==> src/rtl/calc_sequencer_pkg.sv <==
// calc_pkg: shared types and key-decoding helpers for the calculator
// sequencer.
//   key_e       - 4x4 keypad index, all 16 codes
//   alu_op_e    - ALU operation select
//   seq_state_e - sequencer FSM states
//   is_digit / digit_val / is_op / key_op - key classification helpers
package calc_pkg;

  typedef enum logic [3:0] {
    K_1   = 4'd0,  K_2   = 4'd1,  K_3   = 4'd2,  K_ADD = 4'd3,
    K_4   = 4'd4,  K_5   = 4'd5,  K_6   = 4'd6,  K_SUB = 4'd7,
    K_7   = 4'd8,  K_8   = 4'd9,  K_9   = 4'd10, K_MUL = 4'd11,
    K_EQ  = 4'd12, K_0   = 4'd13, K_CLR = 4'd14, K_NEG = 4'd15
  } key_e;

  typedef enum logic [1:0] {
    OP_ADD = 2'd0,
    OP_SUB = 2'd1,
    OP_MUL = 2'd2
  } alu_op_e;

  typedef enum logic [2:0] {
    ENTER_A,
    ENTER_B,
    ISSUE,
    WAIT_ALU,
    DONE
  } seq_state_e;

  function automatic logic is_digit(input logic [3:0] k);
    case (k)
      K_0, K_1, K_2, K_3, K_4, K_5, K_6, K_7, K_8, K_9: return 1'b1;
      default:                                           return 1'b0;
    endcase
  endfunction

  // Keypad index to decimal value; non-digit keys map to 0.
  function automatic logic [3:0] digit_val(input logic [3:0] k);
    case (k)
      K_1:     return 4'd1;
      K_2:     return 4'd2;
      K_3:     return 4'd3;
      K_4:     return 4'd4;
      K_5:     return 4'd5;
      K_6:     return 4'd6;
      K_7:     return 4'd7;
      K_8:     return 4'd8;
      K_9:     return 4'd9;
      default: return 4'd0;
    endcase
  endfunction

  function automatic logic is_op(input logic [3:0] k);
    return (k == K_ADD) || (k == K_SUB) || (k == K_MUL);
  endfunction

  function automatic alu_op_e key_op(input logic [3:0] k);
    case (k)
      K_SUB:   return OP_SUB;
      K_MUL:   return OP_MUL;
      default: return OP_ADD;
    endcase
  endfunction

endpackage

==> src/rtl/calc_sequencer_if.sv <==
// calc_sequencer_if: key handshake, ALU start/done bus and display outputs
// of the calculator sequencer.
//   slave  - sequencer side (accepts keys, drives ALU request and display)
//   master - environment side (key decoder + ALU + display consumer)
interface calc_sequencer_if #(
  parameter int W = 16
);
  logic                key_valid;
  logic [3:0]          key_code;
  logic                key_ready;
  logic                alu_start;
  logic [1:0]          alu_op;
  logic signed [W-1:0] alu_a;
  logic signed [W-1:0] alu_b;
  logic                alu_done;
  logic signed [W-1:0] alu_result;
  logic                alu_ovf;
  logic signed [W-1:0] display_output;
  logic                complete;
  logic                error;

  modport slave (
    input  key_valid, key_code, alu_done, alu_result, alu_ovf,
    output key_ready, alu_start, alu_op, alu_a, alu_b,
           display_output, complete, error
  );

  modport master (
    output key_valid, key_code, alu_done, alu_result, alu_ovf,
    input  key_ready, alu_start, alu_op, alu_a, alu_b,
           display_output, complete, error
  );
endinterface

==> src/rtl/calc_sequencer_operand_accum.sv <==
// operand_accum: sign-magnitude decimal digit accumulator for one operand.
//   clk, nRST  - clock, async active-low reset
//   clr        - zero the operand (digit/neg strobes in the same cycle apply
//                on top of the cleared value)
//   digit_stb  - append digit: mag <- mag*10 + digit, dropped if > MAX_MAG
//   neg_stb    - toggle sign
//   load_stb   - load a full signed value (chained result), overrides all
//   value      - signed operand; a negative zero reads as 0
//   entered    - at least one digit key seen since the last clear
module operand_accum #(
  parameter int W       = 16,
  parameter int MAX_MAG = 32767
) (
  input  logic                clk,
  input  logic                nRST,
  input  logic                clr,
  input  logic                digit_stb,
  input  logic [3:0]          digit,
  input  logic                neg_stb,
  input  logic                load_stb,
  input  logic signed [W-1:0] load_val,
  output logic signed [W-1:0] value,
  output logic                entered
);
  // Magnitude is a full W bits so a loaded -2^(W-1) keeps its magnitude.
  logic [W-1:0] mag_q, mag_base;
  logic         neg_q, neg_base, entered_q;
  logic [W+3:0] mag_next;

  always_comb begin
    mag_base = clr ? '0 : mag_q;
    neg_base = clr ? 1'b0 : neg_q;
    mag_next = {4'd0, mag_base} * (W+4)'(10) + (W+4)'(digit);
  end

  always_ff @(posedge clk or negedge nRST) begin
    if (!nRST) begin
      mag_q     <= '0;
      neg_q     <= 1'b0;
      entered_q <= 1'b0;
    end else if (load_stb) begin
      mag_q     <= load_val[W-1] ? $unsigned(-load_val) : $unsigned(load_val);
      neg_q     <= load_val[W-1];
      entered_q <= 1'b1;
    end else begin
      if (digit_stb && (mag_next <= (W+4)'(MAX_MAG))) mag_q <= mag_next[W-1:0];
      else                                            mag_q <= mag_base;
      neg_q     <= neg_base ^ neg_stb;
      entered_q <= (clr ? 1'b0 : entered_q) | digit_stb;
    end
  end

  assign value   = neg_q ? -$signed(mag_q) : $signed(mag_q);
  assign entered = entered_q;
endmodule

==> src/rtl/calc_sequencer.sv <==
// calc_sequencer: builds signed operands A/B from keypad codes, issues one
// start/done transaction to the shared ALU on '=', and shows the result.
//   clk, nRST - clock, async active-low reset
//   bus       - calc_sequencer_if.slave: key valid/ready, ALU start/op/a/b,
//               ALU done/result/ovf, display_output/complete/error
// Build option: CALC_CHAIN_EN - an operator key after a result reuses the
// result as A and continues entry of B; otherwise such a key is dropped.
module calc_sequencer
  import calc_pkg::*;
#(
  parameter int W       = 16,
  parameter int MAX_MAG = 32767
) (
  input  logic            clk,
  input  logic            nRST,
  calc_sequencer_if.slave bus
);
  seq_state_e          state_q, state_d;
  alu_op_e             op_q;
  logic                b_touched_q, cmp_q, err_q;
  logic signed [W-1:0] res_q, disp;
  logic                rdy, acc, k_dig, k_op;
  logic [3:0]          k, dval;
  logic                a_clr, b_clr, a_dig, b_dig, a_neg, b_neg, a_load;
  logic                op_ld, res_ld, cmp_clr, err_clr;
  logic signed [W-1:0] a_val, b_val;
  logic                a_entered, b_entered;

  assign k     = bus.key_code;
  assign k_dig = is_digit(k);
  assign k_op  = is_op(k);
  assign dval  = digit_val(k);

  always_ff @(posedge clk or negedge nRST) begin
    if (!nRST) state_q <= ENTER_A;
    else       state_q <= state_d;
  end

  always_comb begin
    state_d = state_q;
    a_clr = 1'b0; b_clr = 1'b0; a_dig = 1'b0; b_dig = 1'b0;
    a_neg = 1'b0; b_neg = 1'b0; a_load = 1'b0;
    op_ld = 1'b0; res_ld = 1'b0; cmp_clr = 1'b0; err_clr = 1'b0;
    rdy   = (state_q == ENTER_A) || (state_q == ENTER_B) || (state_q == DONE);
    acc   = bus.key_valid && rdy;
    if (acc && k == K_CLR) begin
      a_clr = 1'b1; b_clr = 1'b1; cmp_clr = 1'b1; err_clr = 1'b1;
      state_d = ENTER_A;
    end else begin
      case (state_q)
        ENTER_A: if (acc) begin
          if (k_dig)           a_dig = 1'b1;
          else if (k == K_NEG) a_neg = 1'b1;
          else if (k_op) begin
            op_ld   = 1'b1;
            state_d = ENTER_B;
          end
        end
        ENTER_B: if (acc) begin
          if (k_dig)           b_dig = 1'b1;
          else if (k == K_NEG) b_neg = 1'b1;
          // Operator may be corrected only until B has been touched.
          else if (k_op)       op_ld = !b_touched_q;
          else if (k == K_EQ)  state_d = ISSUE;
        end
        ISSUE:    state_d = WAIT_ALU;
        WAIT_ALU: if (bus.alu_done) begin
          res_ld  = 1'b1;
          state_d = DONE;
        end
        DONE: if (acc) begin
          if (k_dig || k == K_NEG) begin
            // First key of a fresh expression.
            a_clr = 1'b1; b_clr = 1'b1; cmp_clr = 1'b1;
            a_dig = k_dig;
            a_neg = (k == K_NEG);
            state_d = ENTER_A;
          end else if (k_op) begin
`ifdef CALC_CHAIN_EN
            a_load  = 1'b1;
            b_clr   = 1'b1;
            op_ld   = 1'b1;
            cmp_clr = 1'b1;
            state_d = ENTER_B;
`endif
          end
        end
        default: state_d = ENTER_A;
      endcase
    end
  end

  always_ff @(posedge clk or negedge nRST) begin
    if (!nRST) begin
      op_q        <= OP_ADD;
      b_touched_q <= 1'b0;
      res_q       <= '0;
      cmp_q       <= 1'b0;
      err_q       <= 1'b0;
    end else begin
      if (op_ld) op_q <= key_op(k);
      if (b_clr)              b_touched_q <= 1'b0;
      else if (b_dig | b_neg) b_touched_q <= 1'b1;
      if (res_ld) begin
        res_q <= bus.alu_result;
        err_q <= bus.alu_ovf;
        cmp_q <= 1'b1;
      end else begin
        if (cmp_clr) cmp_q <= 1'b0;
        if (err_clr) err_q <= 1'b0;
      end
    end
  end

  operand_accum #(.W(W), .MAX_MAG(MAX_MAG)) u_acc_a (
    .clk(clk), .nRST(nRST), .clr(a_clr), .digit_stb(a_dig), .digit(dval),
    .neg_stb(a_neg), .load_stb(a_load), .load_val(res_q),
    .value(a_val), .entered(a_entered)
  );

  operand_accum #(.W(W), .MAX_MAG(MAX_MAG)) u_acc_b (
    .clk(clk), .nRST(nRST), .clr(b_clr), .digit_stb(b_dig), .digit(dval),
    .neg_stb(b_neg), .load_stb(1'b0), .load_val('0),
    .value(b_val), .entered(b_entered)
  );

  // Until B has a digit the display keeps showing A (including a chained A).
  always_comb begin
    case (state_q)
      ENTER_A: disp = a_entered ? a_val : '0;
      DONE:    disp = res_q;
      default: disp = b_entered ? b_val : a_val;
    endcase
  end

  // Operands are frozen while key_ready is low, so alu_a/b/op hold steady
  // from ISSUE until alu_done without extra capture registers.
  assign bus.key_ready      = rdy;
  assign bus.alu_start      = (state_q == ISSUE);
  assign bus.alu_op         = op_q;
  assign bus.alu_a          = a_val;
  assign bus.alu_b          = b_val;
  assign bus.display_output = disp;
  assign bus.complete       = cmp_q;
  assign bus.error          = err_q;
endmodule

==> src/flat_wrapper.sv <==
// flat-port wrapper written by rule: the top's interface ports become plain ports
module calc_sequencer_flat import calc_pkg::*;
#(
  parameter int W       = 16,
  parameter int MAX_MAG = 32767
)
  (clk, nRST, bus_key_valid, bus_key_code, bus_alu_done, bus_alu_result, bus_alu_ovf, bus_key_ready, bus_alu_start, bus_alu_op, bus_alu_a, bus_alu_b, bus_display_output, bus_complete, bus_error);
  calc_sequencer_if #(.W(W)) bus_i ();
  input  logic clk;
  input  logic nRST;
  input wire logic [$bits(bus_i.key_valid)-1:0] bus_key_valid;
  input wire logic [$bits(bus_i.key_code)-1:0] bus_key_code;
  input wire logic [$bits(bus_i.alu_done)-1:0] bus_alu_done;
  input wire logic [$bits(bus_i.alu_result)-1:0] bus_alu_result;
  input wire logic [$bits(bus_i.alu_ovf)-1:0] bus_alu_ovf;
  output wire logic [$bits(bus_i.key_ready)-1:0] bus_key_ready;
  output wire logic [$bits(bus_i.alu_start)-1:0] bus_alu_start;
  output wire logic [$bits(bus_i.alu_op)-1:0] bus_alu_op;
  output wire logic [$bits(bus_i.alu_a)-1:0] bus_alu_a;
  output wire logic [$bits(bus_i.alu_b)-1:0] bus_alu_b;
  output wire logic [$bits(bus_i.display_output)-1:0] bus_display_output;
  output wire logic [$bits(bus_i.complete)-1:0] bus_complete;
  output wire logic [$bits(bus_i.error)-1:0] bus_error;
  assign bus_i.key_valid = bus_key_valid;
  assign bus_i.key_code = bus_key_code;
  assign bus_i.alu_done = bus_alu_done;
  assign bus_i.alu_result = bus_alu_result;
  assign bus_i.alu_ovf = bus_alu_ovf;
  assign bus_key_ready = bus_i.key_ready;
  assign bus_alu_start = bus_i.alu_start;
  assign bus_alu_op = bus_i.alu_op;
  assign bus_alu_a = bus_i.alu_a;
  assign bus_alu_b = bus_i.alu_b;
  assign bus_display_output = bus_i.display_output;
  assign bus_complete = bus_i.complete;
  assign bus_error = bus_i.error;
  calc_sequencer #(.W(W), .MAX_MAG(MAX_MAG)) u_core (.clk(clk), .nRST(nRST), .bus(bus_i));
endmodule
==> config.mk <==
export PLATFORM = sky130hd
export DESIGN_NAME = calc_sequencer_flat
export DESIGN_NICKNAME = d
export VERILOG_FILES = /design/src/rtl/calc_sequencer_pkg.sv /design/src/rtl/calc_sequencer_if.sv /design/src/rtl/calc_sequencer_operand_accum.sv /design/src/rtl/calc_sequencer.sv /design/src/flat_wrapper.sv
export SDC_FILE = /design/constraint.sdc
export NUM_CORES = 1
export LEC_CHECK = 0
export CORE_UTILIZATION = 25
export DETAILED_ROUTE_END_ITERATION = 7
export PLACE_DENSITY_LB_ADDON = 0.08
export SYNTH_ARGS = -nofsm -noshare
export SYNTH_HDL_FRONTEND = slang
export SYNTH_HIERARCHICAL = 1
export SYNTH_SLANG_ARGS = --single-unit
==> constraint.sdc <==
create_clock -name clk -period 8.6 [get_ports clk]
set_clock_uncertainty 0.15 [all_clocks]
set_input_delay 1.72 -clock clk [delete_from_list [all_inputs] [get_ports clk]]
set_output_delay 1.72 -clock clk [all_outputs]
set_load 0.05 [all_outputs]
==> qor.csv, run 1 <==
stage,metric,value,unit
status,status,"complete, no violations",
synthesis,syn_area_per_cell,8.34,um^2
grt,first-pass GRT wire length,41800,um
place,dpl ws,0.821,ns
cts,CTS resizes,0,
synthesis,Synth Warn #,6,
pwr,combinational power share,75.8,%
grt,vias in the first global route,7051,
pwr,pwr dens,407,nW/um^2
synthesis,ys flop type,dfrtp_1,
floorplan,io pins,79,
worst_setup_path,r2r setup slk,2.62,ns
synthesis,"FFs w/ async S/R, synth",100,%
pwr,clock share of power,9.7,%
layout,Antenna diodes,0,
pwr,Pleak,3.96,nW
timing,count of final setup violators,0,
pwr,Psw,2.14,mW
timing,PnR worst setup slack,1.12,ns
cts,TritonCTS clock tree,yes,
timing,Slew Limit Fails,0,
worst_setup_path,WP data arrival,7.55,ns
worst_setup_path,Worst EP required,8.66,ns
timing,unrepaired setup endpoints after global routing,false,
cts,Root Driver,clkbuf_16,
synthesis,Syn Inst Count,915,
worst_setup_path,CP Cell Sequence,clkdlybuf4s50_1 -> ha_1 -> nor2_1 -> a211o_1 -> a22oi_1 -> nor2b_4 -> buf_4 -> nand2b_1 -> inv_1 -> ha_1 -> ha_1 -> o211ai_1 -> o21ai_0 -> xor2_1 -> nand4b_2 -> nor3b_2 -> nand3_1 -> o21ai_2 -> nand4_1 -> o221a_1,
worst_setup_path,CP startpoint kind,input port,
worst_setup_path,CP max stage delay,0.51,ns
pwr,Internal Dissipation,1.63,mW
grt,total grt overflow,0,
flow_run,Max Cap Viol,0,
cts,clock slew at reported path FFs,0.05,ns
synthesis,synth top area cells,"dfrtp_1 20%, ha_1 9.8%, xnor2_1 9.0%, nand2_1 3.3%, nor2_1 3.1%",
layout,layout cells sized above 1,7.66,%
worst_setup_path,"most used cell, CP",ha_1,
cts,cts bufs inserted,9,
timing,minimum clock period,7.48,ns
layout,Syn-to-layout area delta,21.4,%
floorplan,Core ar.,29800,um^2
layout,Final nets,1115,
grt,initial antenna violation count,0,
worst_setup_path,"Max stage delay cell, worst path",clkdlybuf4s50_1,
min_path,HP Class,register to register,
synthesis,"flops & latches, synth",60,
pwr,peak supply drop,0.168,mV
layout,fill count,3209,
synthesis,most frequent cell after synthesis,xnor2_1,
synthesis,sequential area share after synthesis,19.7,%
synthesis,"EDFF count, synth",0,
pwr,Net Sw Frac,56.8,%
pwr,Sequential Power Share,14.4,%
timing,final hold violations,0,
floorplan,Initial Util,25.6,%
grt,largest net degree at the start of global routing,61,
worst_setup_path,"Max FO, Critical Path",13,
synthesis,"area leader, netlist",dfrtp_1,
grt,Total GRT Usage,17.5,%
worst_setup_path,kind of critical path,input port to register,
drt,DR iter-0 viols,400,
place,IO buf count,78,
place,hpwl dp,21500,um
drt,drt pass-1 iters,7,
timing,period utilisation layout,87.0,%
timing,Worst-Margin Slew,1.10,ns
drt,number of nets with antenna violations after routing,0,
timing,setup TNS,0,ns
synthesis,Mapped Area,7630,um^2
floorplan,Die Span Y,177,um
cts,CTS H-tree lvls,3,
drt,total number of vias,7144,
drt,Routed WL,26800,um
timing,Slew headroom,25.9,%
cts,"Hold-fix buffers, CTS",0,
drt,WL/cell,18.9,um
cts,clk_lat worst skew,0.34,ns
cts,CTS max path bufs,2,
synthesis,top-area cell type share of the netlist area,19.7,%
drt,# DRC,0,
timing,maximum clock rate,134,MHz
floorplan,Chip Width,177,um
worst_setup_path,nature of the critical path endpoint,register,
drt,vias per cell,5.03,
synthesis,Unique masters post-synth,101,
floorplan,Row Count,63,
cts,Setup Buffers After CTS,0,
floorplan,Die Footprint,31200,um^2
place,GPL Wtd Cong,0.828,
synthesis,Post-synth top cells,"78 x xnor2_1, 68 x nand2_1, 62 x nor2_1",
cts,clock sink count,60,
==> stage by stage <==
step / hold WS (ns) / instance area [um^2] / util, % / power [mW] / std cells
2_1_floorplan: 0.313 / 7870 / - / 2.60 / 979
3_3_place_gp: 0.357 / 8970 / 30.1 / 3.40 / 1407
3_5_place_dp: 0.355 / 8970 / 30.1 / 3.38 / 1407
4_1_cts: 0.367 / 9260 / 31.1 / 3.77 / 1421
5_1_grt: 0.391 / 9260 / 31.1 / 4.04 / 1421
6_report: 0.366 / 9260 / 31.1 / 3.77 / 1421
==> registers in the layout (all words and copies together), names as in the netlist <==
register / cells
u_core/u_acc_a/mag_q: 16
u_core/u_acc_b/neg_q: 1
u_core/bus.error: 1
u_core/bus.complete: 1
u_core/u_acc_b/entered: 1
u_core/res_q: 16
u_core/b_touched_q: 1
u_core/u_acc_a/neg_q: 1
u_core/bus.alu_op: 2
u_core/state_q: 3
u_core/u_acc_b/mag_q: 16
u_core/u_acc_a/entered: 1
==> power groups by stage <==
stage               sequential (mW)  clock (mW)  combinational, mW
global route                  0.559       0.390               3.09
detailed placement            0.546           0               2.83
global placement              0.549           0               2.85
CTS                           0.542       0.378               2.85
floorplan                     0.473           0               2.12
finish                        0.544       0.366               2.86
==> layout make-up <==
type / instances / area (um^2) / area share [%]
Clock inverter: 2 / 35.0 / 0.378
Multi-Input combinational cell: 818 / 5940 / 64.2
Timing Repair Buffer: 83 / 826 / 8.92
Clock buffer: 12 / 256 / 2.77
Sequential cell: 60 / 1500 / 16.2
Inverter: 56 / 210 / 2.27
Tap cell: 390 / 488 / 5.27
==> routing by layer <==
layer	track usage (%)	share of wire, %	up-vias
li1	-	-	3552
met1	22.9	47	3452
met2	30.2	49	117
met3	1.57	2.4	23
met4	5.21	1.9	0
met5	0	0	-
==> final timing paths <==
path / cells past startpoint / end / from
worst max-delay path: 20 / u_core/u_acc_a/mag_q[13] / bus_key_code[0]
worst max register to register: 18 / u_core/u_acc_a/mag_q[13] / u_core/state_q[0]
max in group asynchronous: 2 / u_core/res_q[15] / nRST
worst min register to register: 2 / u_core/b_touched_q / u_core/b_touched_q
min in group asynchronous: 2 / u_core/state_q[1] / nRST
worst min-delay path: 2 / u_core/b_touched_q / u_core/b_touched_q
==> worst max-delay path: cells and delay by family <==
family | cells | cell delay, ns
xor+xnor | 1 | 0.35
simple gates | 7 | 1.91
buf+inv | 3 | 0.85
compound gates | 6 | 1.67
fa+ha+maj | 3 | 1.03
==> cells by family after synthesis <==
kind of cell / Yosys count / synth area share [%]
AND/OR/NAND/NOR: 301 / 21.8
AO/OA/AOI/OAI: 255 / 25.8
flip-flops: 60 / 19.7
adder cells (fa/ha/maj): 64 / 10.6
buffers and inverters: 101 / 5.66
multiplexers: 27 / 3.89
other: 1 / 0.0492
XOR/XNOR: 106 / 12.4
==> cell usage in the layout, fill, tap and decap left out, types with 7 or more instances in the layout <==
| cell | netlist | routed |
|---|---|---|
| dfrtp_1 | 60 | 60 |
| xnor2_1 | 78 | 78 |
| o31ai_1 | 21 | 21 |
| nor2b_1 | 29 | 28 |
| and2_1 | 17 | 17 |
| a311oi_1 | 7 | 7 |
| o211ai_1 | 9 | 9 |
| nand2b_1 | 15 | 15 |
| clkdlybuf4s50_1 | 0 | 77 |
| a222oi_1 | 16 | 16 |
| inv_1 | 54 | 54 |
| a211oi_1 | 13 | 13 |
| mux2_2 | 14 | 14 |
| nand3_1 | 18 | 18 |
| o41ai_1 | 9 | 9 |
| nand2_1 | 68 | 68 |
| or4_1 | 9 | 9 |
| xor2_1 | 26 | 26 |
| clkbuf_16 | 0 | 9 |
| nor3_1 | 10 | 10 |
| mux2i_1 | 9 | 9 |
| and3_1 | 10 | 10 |
| a21o_1 | 12 | 12 |
| nand4_1 | 11 | 11 |
| ha_1 | 60 | 60 |
| o21ai_0 | 45 | 45 |
| nor2_1 | 62 | 62 |
| conb_1 | 1 | 65 |
| a21oi_1 | 39 | 39 |
No activity file was read; power rests on OpenSTA's default activity.
==> inputs of run 2 (changes only) <==
--- a/config.mk
+++ b/config.mk
@@ -10,5 +10,4 @@
 export PLACE_DENSITY_LB_ADDON = 0.08
 export SYNTH_ARGS = -nofsm -noshare
 export SYNTH_HDL_FRONTEND = slang
-export SYNTH_HIERARCHICAL = 1
 export SYNTH_SLANG_ARGS = --single-unit
==> qor.csv, run 2 <==
stage,metric,value,unit,change
synthesis,Synth Warn #,0,,-6
worst_setup_path,CP Cell Sequence,clkdlybuf4s50_1 -> ha_1 -> and2_1 -> o21a_1 -> o21ai_1 -> a21o_1 -> buf_4 -> nand2_1 -> inv_1 -> ha_1 -> ha_1 -> fa_1 -> a211oi_1 -> nor2_1 -> xor2_1 -> nand4_1 -> nor2_1 -> a31o_1 -> a221o_1 -> mux2_2,,
grt,total grt overflow,0,,unchanged
worst_setup_path,nature of the critical path endpoint,register,,
drt,DR iter-0 viols,320,,-20%
worst_setup_path,CP startpoint kind,input port,,
cts,Setup Buffers After CTS,0,,unchanged
cts,clock sink count,60,,unchanged
grt,first-pass GRT wire length,31900,um,-24%
timing,maximum clock rate,137,MHz,+2.5%
worst_setup_path,r2r setup slk,3.03,ns,+0.41 ns
layout,Final nets,856,,-23%
timing,Worst-Margin Slew,1.15,ns,+0.0520 ns
layout,Syn-to-layout area delta,21.9,%,
worst_setup_path,CP max stage delay,0.64,ns,+0.13 ns
synthesis,synth top area cells,"dfrtp_1 24%, ha_1 12%, xnor2_1 7.0%, mux2_2 4.6%, o21ai_0 3.1%",,
drt,drt pass-1 iters,5,,-2
cts,Root Driver,clkbuf_16,,
floorplan,Initial Util,25.8,%,+0.16 points
floorplan,Die Span Y,161,um,-8.7%
cts,CTS resizes,0,,unchanged
floorplan,Chip Width,161,um,-8.7%
synthesis,Syn Inst Count,702,,-23%
timing,minimum clock period,7.30,ns,-0.184 ns
drt,total number of vias,5395,,-24%
layout,Antenna diodes,0,,unchanged
place,Placed Cells,1080,,-23%
timing,hold_ws,0.359,ns,-0.00656 ns
synthesis,Syn Nets,791,,
min_path,Hold EP,u_core.res_q[14],,
worst_setup_path,"Max stage delay cell, worst path",a221o_1,,
timing,period utilisation layout,84.9,%,-2.1 points
drt,number of nets with antenna violations after routing,0,,unchanged
synthesis,Post-synth top cells,"60 x dfrtp_1, 60 x ha_1, 51 x xnor2_1",,
worst_setup_path,WP data arrival,7.36,ns,-0.19 ns
synthesis,"EDFF count, synth",0,,unchanged
cts,CTS H-tree lvls,3,,unchanged
timing,final hold violations,0,,unchanged
cts,"Hold-fix buffers, CTS",0,,unchanged
cts,TritonCTS clock tree,yes,,
place,GPL Wtd Cong,0.814,,-1.7%
layout,Layout Cells excl Fill,1096,,-23%
place,IO buf count,78,,unchanged
cts,clock slew at reported path FFs,0.05,ns,about the same
synthesis,Unique masters post-synth,80,,-21%
place,hpwl dp,16400,um,-24%
min_path,HP Class,register to register,,
layout,fill count,2573,,-20%
floorplan,io pins,79,,unchanged
drt,WL/cell,18.5,um,-1.8%
min_path,Hold Path Cell Cnt,1,,-1
drt,Routed WL,20300,um,-24%
timing,PnR worst setup slack,1.30,ns,+0.184 ns
worst_setup_path,FF-to-FF Start,u_core.state_q[0],,
synthesis,sequential area share after synthesis,23.7,%,+4.0 points
place,dpl ws,1.03,ns,+0.204 ns
grt,vias in the first global route,5346,,-24%
layout,layout cells sized above 1,10.2,%,+2.6 points
worst_setup_path,Reg2Reg Depth,16,,-2
synthesis,"flops & latches, synth",60,,unchanged
layout,"commonest non-fill, non-tap cell in the layout",clkdlybuf4s50_1,,
worst_setup_path,kind of critical path,input port to register,,
timing,Slew headroom,22.9,%,-2.9 points
worst_setup_path,"Max FO, Critical Path",18,,+5
flow_run,Max Cap Viol,0,,unchanged
synthesis,ys flop type,dfrtp_1,,
floorplan,Core ar.,24600,um^2,-17%
layout,Largest regs,"u_core.res_q: 16 flops, u_core.u_acc_a.mag_q: 16 flops, u_core.u_acc_b.mag_q: 16 flops",,
timing,count of final setup violators,0,,unchanged
worst_setup_path,Worst EP required,8.66,ns,about the same
synthesis,Mapped Area,6340,um^2,-17%
grt,Total GRT Usage,15.9,%,-1.6 points
min_path,min-delay src,u_core.res_q[14],,
worst_setup_path,"most used cell, CP",ha_1,,
cts,cts bufs inserted,9,,unchanged
timing,unrepaired setup endpoints after global routing,false,,
drt,# DRC,0,,unchanged
synthesis,"area leader, netlist",dfrtp_1,,
status,status,"complete, no violations",,
floorplan,Row Count,57,,-9.5%
grt,largest net degree at the start of global routing,61,,unchanged
cts,CTS max path bufs,2,,unchanged
layout,most frequent cells in the layout,"77 x clkdlybuf4s50_1, 60 x ha_1, 60 x dfrtp_1",,
synthesis,top-area cell type share of the netlist area,23.7,%,+4.0 points
synthesis,"FFs w/ async S/R, synth",100,%,unchanged
grt,initial antenna violation count,0,,unchanged
synthesis,syn_area_per_cell,9.03,um^2,+8.3%
worst_setup_path,worst reg2reg endpoint,u_core.u_acc_a.mag_q[1],,
drt,vias per cell,4.92,,-2.1%
timing,setup TNS,0,ns,unchanged
timing,Slew Limit Fails,0,,unchanged
floorplan,Die Footprint,26000,um^2,-17%
cts,clk_lat worst skew,0.33,ns,about the same
-- run 2: per-layer routing --
| layer | wire (um) | GRT usage [%] | vias to the layer above |
|---|---|---|---|
| met5 | 0 | 0 | - |
| met3 | 647 | 1.98 | 18 |
| met1 | 10400 | 22.7 | 2563 |
| met4 | 481 | 5.36 | 0 |
| li1 | - | - | 2698 |
| met2 | 8710 | 24.6 | 116 |
-- run 2: final cells by class --
type | count | area, um^2 | area share (%)
clock buffer | 10 | 239 | 3.09
clock inverter | 6 | 63.8 | 0.826
inverter | 37 | 139 | 1.80
multi-input combinational | 573 | 4540 | 58.8
sequential | 60 | 1500 | 19.4
tap | 324 | 405 | 5.25
timing repair buffer | 86 | 836 | 10.8
-- run 2: worst max-delay path: cells and delay by family --
| kind | cells | cell delay, ns |
|---|---|---|
| adders and majority gates | 4 | 1.19 |
| xor gates and xnor gates | 1 | 0.35 |
| AOI/OAI and AO/OA | 6 | 1.98 |
| buffers and inverters | 3 | 0.85 |
| muxes | 1 | 0.41 |
| and+or+nand+nor | 5 | 0.85 |
-- run 2: worst max-delay path by stage --
stage,from,end,slack (ns),depth (start not counted)
6_report,bus_key_code[0],u_core.u_acc_a.mag_q[1],1.30,20
5_1_grt,bus_key_code[0],u_core.u_acc_a.mag_q[7],0.88,20
4_1_cts,bus_key_code[0],u_core.u_acc_a.mag_q[1],1.34,20
3_5_place_dp,bus_key_code[0],u_core.u_acc_a.mag_q[1],1.03,19
3_3_place_gp,bus_key_code[0],u_core.u_acc_a.mag_q[1],1.12,19
2_1_floorplan,bus_key_code[2],u_core.u_acc_b.mag_q[11],2.09,20
-- run 2: cells by family after synthesis --
family | synth area share, %
buffers and inverters | 4.78
multiplexers | 10.3
adder cells (fa/ha/maj) | 13.1
AO/OA/AOI/OAI | 20.0
AND/OR/NAND/NOR | 18.1
flip-flops | 23.7
XOR/XNOR | 10.0
-- run 2: metrics by stage --
stage	utilization, %	instance area [um^2]
after global routing	31.4	7720
final	31.4	7720
after floorplan	-	6340
after detailed placement	30.2	7420
after CTS	31.4	7720
after global placement	30.2	7420
Power of run 2 is left out: the tool's default activity adds up to more than one toggle a clock period on the data nets, which glitch-free logic cannot reach.
==> inputs of run 3 (changes only) <==
==> constraint.sdc (replaced) <==
create_clock -name clk -period 7.4 [get_ports clk]
set_clock_uncertainty 0.15 [all_clocks]
set_input_delay 1.48 -clock clk [delete_from_list [all_inputs] [get_ports clk]]
set_output_delay 1.48 -clock clk [all_outputs]
set_load 0.05 [all_outputs]
==> qor.csv, run 3 (synthesis gave the netlist of run 2 again) <==
stage,metric,value,unit,change
drt,# DRC,0,,unchanged
grt,largest net degree at the start of global routing,61,,unchanged
cts,cts bufs inserted,9,,unchanged
cts,Root Driver,clkbuf_16,,
timing,final hold violations,0,,unchanged
layout,Antenna diodes,0,,unchanged
worst_setup_path,Reg2Reg Depth,16,,unchanged
worst_setup_path,"Max stage delay cell, worst path",fa_1,,
place,hpwl dp,16500,um,+0.71%
worst_setup_path,kind of critical path,input port to register,,
layout,Reg area,1500,um^2,unchanged
place,Placed Cells,1086,,+0.56%
drt,drt pass-1 iters,5,,unchanged
grt,initial antenna violation count,0,,unchanged
cts,clk_lat worst skew,0.33,ns,about the same
drt,total number of vias,5412,,+0.32%
timing,Slew headroom,25.5,%,+2.5 points
min_path,HP Class,register to register,,
worst_setup_path,worst path buffer plus inverter count,3,,unchanged
worst_setup_path,CP Cell Sequence,clkdlybuf4s50_1 -> ha_1 -> and2_1 -> o21a_1 -> o21ai_1 -> a21o_1 -> nand2_1 -> inv_1 -> ha_1 -> ha_1 -> fa_1 -> a211oi_1 -> o21ai_1 -> a31oi_2 -> xor2_2 -> nor4b_4 -> nand4_2 -> a211oi_4 -> buf_4 -> mux2_2,,
timing,count of final setup violators,0,,unchanged
layout,most frequent cells in the layout,"77 x clkdlybuf4s50_1, 60 x ha_1, 60 x dfrtp_1",,
cts,TritonCTS clock tree,yes,,
layout,Final nets,862,,+0.70%
timing,Slew Limit Fails,0,,unchanged
worst_setup_path,CP startpoint kind,input port,,
cts,Setup Buffers After CTS,0,,unchanged
min_path,min-delay src,u_core.u_acc_a.entered,,
floorplan,Core ar.,24600,um^2,unchanged
worst_setup_path,r2r setup slk,2.08,ns,-0.95 ns
floorplan,Die Footprint,26000,um^2,unchanged
worst_setup_path,CP max stage delay,0.49,ns,-0.15 ns
status,status,"complete, no violations",,
drt,vias per cell,4.92,,-0.14%
layout,layout cells sized above 1,10.6,%,+0.32 points
floorplan,Die Span Y,161,um,unchanged
timing,hold_ws,0.348,ns,-0.0108 ns
worst_setup_path,FF-to-FF Start,u_core.state_q[0],,
min_path,Hold EP,u_core.u_acc_a.entered,,
timing,Worst-Margin Slew,1.11,ns,-0.0380 ns
layout,"commonest non-fill, non-tap cell in the layout",clkdlybuf4s50_1,,
worst_setup_path,worst reg2reg endpoint,u_core.u_acc_b.mag_q[4],,
layout,Multi-input gate area,4540,um^2,unchanged
drt,WL/cell,18.6,um,+0.37%
drt,Routed WL,20500,um,+0.82%
drt,number of nets with antenna violations after routing,0,,unchanged
grt,vias in the first global route,5511,,+3.1%
place,IO buf count,78,,unchanged
cts,clock slew at reported path FFs,0.05,ns,about the same
worst_setup_path,"Max FO, Critical Path",15,,-3
floorplan,Initial Util,25.8,%,unchanged
layout,Syn-to-layout area delta,22.0,%,
grt,total grt overflow,0,,unchanged
grt,first-pass GRT wire length,32400,um,+1.8%
cts,clock sink count,60,,unchanged
worst_setup_path,CP top delay family,compound AO/OA/AOI/OAI gates,,
flow_run,Max Cap Viol,0,,unchanged
cts,CTS resizes,0,,unchanged
place,GPL Wtd Cong,0.787,,-3.3%
timing,minimum clock period,6.80,ns,
timing,period utilisation layout,91.9,%,
timing,maximum clock rate,147,MHz,
timing,unrepaired setup endpoints after global routing,false,,
layout,Layout Cells excl Fill,1101,,+0.46%
worst_setup_path,"most used cell, CP",ha_1,,
cts,"Hold-fix buffers, CTS",0,,unchanged
drt,DR iter-0 viols,317,,-0.94%
cts,CTS max path bufs,2,,unchanged
timing,setup TNS,0,ns,unchanged
floorplan,io pins,79,,unchanged
layout,fill count,2583,,+0.39%
min_path,Hold Path Cell Cnt,1,,unchanged
cts,CTS H-tree lvls,3,,unchanged
grt,Total GRT Usage,16.2,%,+0.26 points
layout,Largest regs,"u_core.res_q: 16 flops, u_core.u_acc_a.mag_q: 16 flops, u_core.u_acc_b.mag_q: 16 flops",,
worst_setup_path,nature of the critical path endpoint,register,,
worst_setup_path,WP data arrival,6.87,ns,-0.49 ns
floorplan,Chip Width,161,um,unchanged
floorplan,Row Count,57,,unchanged
worst_setup_path,Worst EP required,7.47,ns,-1.19 ns
## run 3: cell types whose count changed in the layout (fill, tap and decap cells not counted), sizes merged
cell and change:
clkinv -1, buf +6, clkinvlp -2, clkbuf +3, bufinv -1
## run 3: stage by stage
step                area, um^2  setup WS, ns  util [%]
floorplan                 6340          1.13         -
global placement          7470         0.351      30.3
detailed placement        7470         0.262      30.3
CTS                       7740         0.590      31.4
global route              7740         0.138      31.4
finish                    7740         0.600      31.4
## run 3: routing by layer
metal / global-route usage, % / wire length [um] / vias up
met1: 22.7 / 10400 / 2592
met4: 4.50 / 288 / 0
met5: 0 / 0 / -
met2: 26.2 / 9220 / 96
li1: - / - / 2711
met3: 1.62 / 573 / 13
## run 3: final cells by class
class / count / area share, %
tap: 324 / 5.24
inverter: 37 / 1.80
multi-input combinational: 573 / 58.7
clock inverter: 2 / 0.129
sequential: 60 / 19.4
clock buffer: 13 / 3.36
timing repair buffer: 92 / 11.4
## run 3: worst max-delay path by stage
stage	startpoint	end	depth (start not counted)
2_1_floorplan	bus_key_code[2]	u_core.u_acc_b.mag_q[11]	20
3_3_place_gp	bus_key_code[0]	u_core.u_acc_b.mag_q[5]	19
3_5_place_dp	bus_key_code[0]	u_core.u_acc_b.mag_q[4]	20
4_1_cts	bus_key_code[0]	u_core.u_acc_b.mag_q[4]	20
5_1_grt	bus_key_code[0]	u_core.u_acc_a.mag_q[1]	20
6_report	bus_key_code[0]	u_core.u_acc_b.mag_q[4]	20
Power of run 3 is left out for the same reason.
